`src/rtl/counters_pkg.sv`:
```
// Shared COUNTERS library definitions: the all-ones limit and binary/Gray conversion helpers.
// Functions work at MAX_WIDTH; callers truncate the result to their own counter width.
package counters_pkg;

    localparam int MAX_WIDTH = 32;
    localparam logic [MAX_WIDTH-1:0] ALL_ONES = '1;

    function automatic logic [MAX_WIDTH-1:0] bin2gray(input logic [MAX_WIDTH-1:0] b);
        return b ^ (b >> 1);
    endfunction

    // Prefix XOR from the MSB down recovers binary from Gray.
    function automatic logic [MAX_WIDTH-1:0] gray2bin(input logic [MAX_WIDTH-1:0] g);
        logic [MAX_WIDTH-1:0] b;
        b = g;
        for (int s = 1; s < MAX_WIDTH; s = s * 2) begin
            b = b ^ (b >> s);
        end
        return b;
    endfunction

endpackage

```
`src/rtl/gray_counter_if.sv`:
```
// Control and result bundle of the Gray counter; master drives controls, slave is the counter.
interface gray_counter_if #(
    parameter int WIDTH = 4
);
    logic             en;
    logic             up;
    logic             load;
    logic [WIDTH-1:0] load_val;
    logic [WIDTH-1:0] bin_out;
    logic [WIDTH-1:0] gray_out;
    logic             tc;

    modport master (
        output en, up, load, load_val,
        input  bin_out, gray_out, tc
    );

    modport slave (
        input  en, up, load, load_val,
        output bin_out, gray_out, tc
    );
endinterface

```
`src/rtl/gray_counter_bin2gray.sv`:
```
// Combinational binary-to-Gray encoder, zero latency, no flow control.
module bin2gray #(
    parameter int WIDTH = 4
) (
    input  logic [WIDTH-1:0] bin,
    output logic [WIDTH-1:0] gray
);
    assign gray = bin ^ (bin >> 1);
endmodule

```
`src/rtl/gray_counter.sv`:
```
// Up/down Gray counter with load, wrap/saturate and terminal-count pulse; 1-cycle latency.
// Outputs are registered; controls are sampled every edge with no backpressure.
module gray_counter
    import counters_pkg::*;
#(
    parameter int              WIDTH     = 4,
    parameter bit              WRAP      = 1'b1,
    parameter logic [WIDTH-1:0] RESET_VAL = '0
) (
    input  logic           clk,
    input  logic           rst_n,
    gray_counter_if.slave  bus
);
    localparam logic [WIDTH-1:0] MAX_VAL    = ALL_ONES[WIDTH-1:0];
    localparam logic [WIDTH-1:0] RESET_GRAY = RESET_VAL ^ (RESET_VAL >> 1);

    logic [WIDTH-1:0] bin_q;
    logic [WIDTH-1:0] gray_q;
    logic             tc_q;
    logic [WIDTH-1:0] bin_nxt;
    logic [WIDTH-1:0] gray_nxt;
    logic             tc_nxt;

    always_comb begin
        bin_nxt = bin_q;
        tc_nxt  = 1'b0;
        if (bus.load) begin
            bin_nxt = bus.load_val;
        end else if (bus.en) begin
            if (bus.up) begin
                if (bin_q == MAX_VAL) begin
                    tc_nxt  = 1'b1;
                    bin_nxt = WRAP ? '0 : MAX_VAL;
                end else begin
                    bin_nxt = bin_q + WIDTH'(1);
                end
            end else begin
                if (bin_q == '0) begin
                    tc_nxt  = 1'b1;
                    bin_nxt = WRAP ? MAX_VAL : '0;
                end else begin
                    bin_nxt = bin_q - WIDTH'(1);
                end
            end
        end
    end

    // Gray is encoded from the next binary value so gray_out is a clean flop output.
    bin2gray #(.WIDTH(WIDTH)) u_bin2gray (
        .bin  (bin_nxt),
        .gray (gray_nxt)
    );

    always_ff @(posedge clk) begin
        if (!rst_n) begin
            bin_q  <= RESET_VAL;
            gray_q <= RESET_GRAY;
            tc_q   <= 1'b0;
        end else begin
            bin_q  <= bin_nxt;
            gray_q <= gray_nxt;
            tc_q   <= tc_nxt;
        end
    end

    assign bus.bin_out  = bin_q;
    assign bus.gray_out = gray_q;
    assign bus.tc       = tc_q;

endmodule

```
`src/flat_wrapper.sv`:
```
// flat-port wrapper written by rule: the top's interface ports become plain ports
module gray_counter_flat import counters_pkg::*;
#(
    parameter int              WIDTH     = 4,
    parameter bit              WRAP      = 1'b1,
    parameter logic [WIDTH-1:0] RESET_VAL = '0
)
  (clk, rst_n, bus_en, bus_up, bus_load, bus_load_val, bus_bin_out, bus_gray_out, bus_tc);
  gray_counter_if #(.WIDTH(WIDTH)) bus_i ();
  input  logic clk;
  input  logic rst_n;
  input wire logic [$bits(bus_i.en)-1:0] bus_en;
  input wire logic [$bits(bus_i.up)-1:0] bus_up;
  input wire logic [$bits(bus_i.load)-1:0] bus_load;
  input wire logic [$bits(bus_i.load_val)-1:0] bus_load_val;
  output wire logic [$bits(bus_i.bin_out)-1:0] bus_bin_out;
  output wire logic [$bits(bus_i.gray_out)-1:0] bus_gray_out;
  output wire logic [$bits(bus_i.tc)-1:0] bus_tc;
  assign bus_i.en = bus_en;
  assign bus_i.up = bus_up;
  assign bus_i.load = bus_load;
  assign bus_i.load_val = bus_load_val;
  assign bus_bin_out = bus_i.bin_out;
  assign bus_gray_out = bus_i.gray_out;
  assign bus_tc = bus_i.tc;
  gray_counter #(.WIDTH(WIDTH), .WRAP(WRAP), .RESET_VAL(RESET_VAL)) u_core (.clk(clk), .rst_n(rst_n), .bus(bus_i));
endmodule
```
`config.mk`:
```
export PLATFORM = sky130hd
export DESIGN_NAME = gray_counter_flat
export DESIGN_NICKNAME = d
export VERILOG_FILES = /design/src/rtl/counters_pkg.sv /design/src/rtl/gray_counter_if.sv /design/src/rtl/gray_counter_bin2gray.sv /design/src/rtl/gray_counter.sv /design/src/flat_wrapper.sv
export SDC_FILE = /design/constraint.sdc
export NUM_CORES = 1
export LEC_CHECK = 0
export ABC_CLOCK_PERIOD_IN_PS = 5700
export CORE_AREA = 4 4 41 43
export CTS_BUF_LIST = sky130_fd_sc_hd__clkbuf_16
export DETAILED_ROUTE_END_ITERATION = 16
export DIE_AREA = 0 0 45 47
export PLACE_DENSITY = 0.76
export SLEW_MARGIN = 20
export SYNTH_ARGS = -nofsm -noshare
export SYNTH_HDL_FRONTEND = slang
export SYNTH_SLANG_ARGS = --single-unit
```
`constraint.sdc`:
```
create_clock -name clk -period 5.7 [get_ports clk]
set_input_delay 0.57 -clock clk [delete_from_list [all_inputs] [get_ports clk]]
set_output_delay 0.57 -clock clk [all_outputs]
set_load 0.05 [all_outputs]
```
==> reports/results.ini <==
[finish]
nNetsFinal = 85
num-fill-cells = 128
num_antenna_cells = 0
drive_gt1_share_pct = 9.72
ff_latch_area_um2 = 160
multi_input_area_um2 = 299
syn_to_final_growth_pct = 50.1

[setup_path]
path_buf_inv = 1
cp-end-kind = flop
path_max_fanout = 7
r2r_slack_ps = 3700
rr_startpoint = u_core.bus.bin_out[0]
cp.required_ps = 5820
critPathMaxStageDelay_ps = 560
reg2reg_to = u_core.bus.gray_out[0]
crit_arrival_ps = 2410
crit_chain = clkdlybuf4s50_1, or4b_1, a311oi_1, a21oi_1, xor2_1, and2_1
slowest_stage = or4b_1
crit_family = simple AND/OR/NAND/NOR gates
crit_path_start_kind = input pin
r2r_cells = 7
crit_type = input pin to flop

[clocking]
cts_hold_buf = 0
path_clk_slew_ps = 40
clock_sinks = 8
ctsResizeCount = 0
clkLatencyLatePin_ps = 230
cts_buffers = 3
cts_root_buffer = clkbuf_16
cts_buffer_depth = 2
post_cts_buffers = 0
h-tree-depth = 1
cts_tree = done

[timing]
rsz0062_at_grt = false
period_share_pct = 40.1
slew_violations = 0
final.min_clock_period_ps = 2280
worst_pin_slew_ps = 520
slew_headroom_pct = 65.2
finalSetupTns_ps = 0
max_clock_freq_mhz = 438
clock_skew_ps = 1.75
setup_viol = 0
finalHoldViolCount = 0

[grt]
grt_max_degree = 10
first_global_vias = 383
grt_usage_pct = 12.6
antenna_found_initial = 0
overflow = 0
grt_pass1_wl_um = 1800

[run]
max_cap_violations = 0

[drt]
vias = 462
post_drt_wl_per_cell_um = 13.9
detail_route.drc_violations = 0
via_per_inst = 5.31
drt_iter0_drc = 11
postRouteAntennaNets = 0
drt-total-wl_um = 1210
dr.pass1.iters = 4

[outcome]
outcome = complete, no violations

[synth]
yosysSeqAreaShare_pct = 32.4
syn_area_per_cell_um2 = 8.99
ys_top_cells_by_area = dfxtp_1 (32%), ha_1 (5.1%), mux2i_1 (4.1%)
yosys.area.top_type = dfxtp_1
yosysUniqueCellTypes = 29
synth_nets = 66
syn-cell-area_um2 = 494
ys_ff_latch = 8
synth_cells = 55
synth_warnings = 0
synth_top_cell_area_share_pct = 32.4

[die]
fp.dieArea_um2 = 2120
core_area_um2 = 1300
start_util_pct = 38.0
io_pins = 18
fp-row-count = 13
fp.dieH_um = 47
die_w_um = 45

[power]
ir_drop_mv = 0.202
p_leak_nw = 0.302
p_per_area_nw_per_um2 = 342
p_total_mw = 0.254

[place]
portBuffers = 17
gp_congestion = 0.768
place_hpwl_um = 900

[worst_hold_path]
min_to = u_core.bus.tc
hp-start = u_core.bus.bin_out[2]
min_path_cells = 2
hp-class = flop to flop

[power by group]
part           switching [mW]  total, mW  internal, mW
Combinational          0.0389     0.0682        0.0293
Sequential            0.00538     0.0672        0.0618
Clock                  0.0279      0.118        0.0905
[tightest hold or removal path: cells and delay by family, from the launching register on]
kind             cells  cell delay [ps]
AO/OA/AOI/OAI        1               90
flip-flops           1              370
AND/OR/NAND/NOR      1              130
[worst max path at each step]
stage,start,endpoint,slack [ps],cells after the start
4_1_cts,bus_up,u_core.bus.gray_out[0],3440,6
3_3_place_gp,bus_up,u_core.bus.gray_out[0],3260,6
5_1_grt,bus_up,u_core.bus.gray_out[0],3360,6
3_5_place_dp,bus_up,u_core.bus.gray_out[0],3220,6
2_1_floorplan,u_core.bus.bin_out[0],u_core.bus.gray_out[2],3540,6
6_report,bus_up,u_core.bus.gray_out[0],3420,6
[cells in the final DEF, fill, tap and decap left out, drive strengths merged, types with 2 or more instances in the layout]
cell type,synthesis,layout
inv,5,5
nand3,2,2
and2,4,4
xor2,2,2
dfxtp,8,8
clkbuf,1,3
xnor2,2,2
ha,2,2
nor2b,3,3
a21oi,2,2
or4b,2,2
nand4,2,2
nand2,3,3
clkdlybuf4s50,0,17
mux2i,2,2
mux2,2,2
nor2,2,2
[kinds of logic after synthesis]
| family | after synthesis | share of synthesized area, % |
|---|---|---|
| simple gates | 19 | 23.0 |
| compound gates | 10 | 16.0 |
| fa+ha+maj | 2 | 5.06 |
| buf+inv | 8 | 7.09 |
| xor+xnor | 4 | 7.09 |
| flops | 8 | 32.4 |
| mux | 4 | 9.37 |
[state kept, by name (all words and copies together), names as in the netlist]
name,count
u_core.bus.tc,1
u_core.bus.gray_out,4
u_core.bus.bin_out,3
[through the flow]
| stage | hold WS [ps] | cells | worst slack, ps | utilization, % | area (µm²) |
|---|---|---|---|---|---|
| 3_5_place_dp | 648 | 84 | 3220 | 51.2 | 667 |
| 3_3_place_gp | 617 | 84 | 3260 | 51.2 | 667 |
| 5_1_grt | 692 | 87 | 3360 | 57.0 | 742 |
| 2_1_floorplan | 643 | 55 | 3540 | - | 494 |
| 6_report | 637 | 87 | 3420 | 57.0 | 742 |
| 4_1_cts | 649 | 87 | 3440 | 57.0 | 742 |
[layout make-up]
cell class / instances / area share (%)
clock buffers: 3 / 10.1
well taps: 15 / 2.53
repair buffers: 17 / 22.9
multi-input cells: 39 / 40.3
inverters: 5 / 2.53
flip-flops and latches: 8 / 21.6
[metal layers]
| metal | global-route usage [%] | up-vias | part of all wire (%) |
|---|---|---|---|
| met3 | 6.13 | 2 | 8.0 |
| met4 | 5.26 | 0 | 1.7 |
| met1 | 14.6 | 210 | 42 |
| li1 | - | 229 | - |
| met2 | 19.8 | 21 | 49 |
| met5 | 0 | - | 0 |
[Yosys cell counts]
cell type	count
o311a_1	1
buf_4	1
a21oi_1	2
o21a_1	1
nand3_1	2
o21ai_0	1
nor2b_1	3
or4b_1	2
and2_1	3
buf_2	1
mux2_2	1
a311oi_1	1
and2_2	1
a211o_1	1
nor2_1	2
or2b_1	1
dfxtp_1	8
a41o_2	1
xnor2_1	2
mux2_4	1
o32a_1	1
ha_1	2
clkbuf_1	1
nand2_1	3
mux2i_1	2
a211oi_1	1
xor2_1	2
inv_1	5
nand4_1	2
No activity file was read; power rests on OpenSTA's default activity.
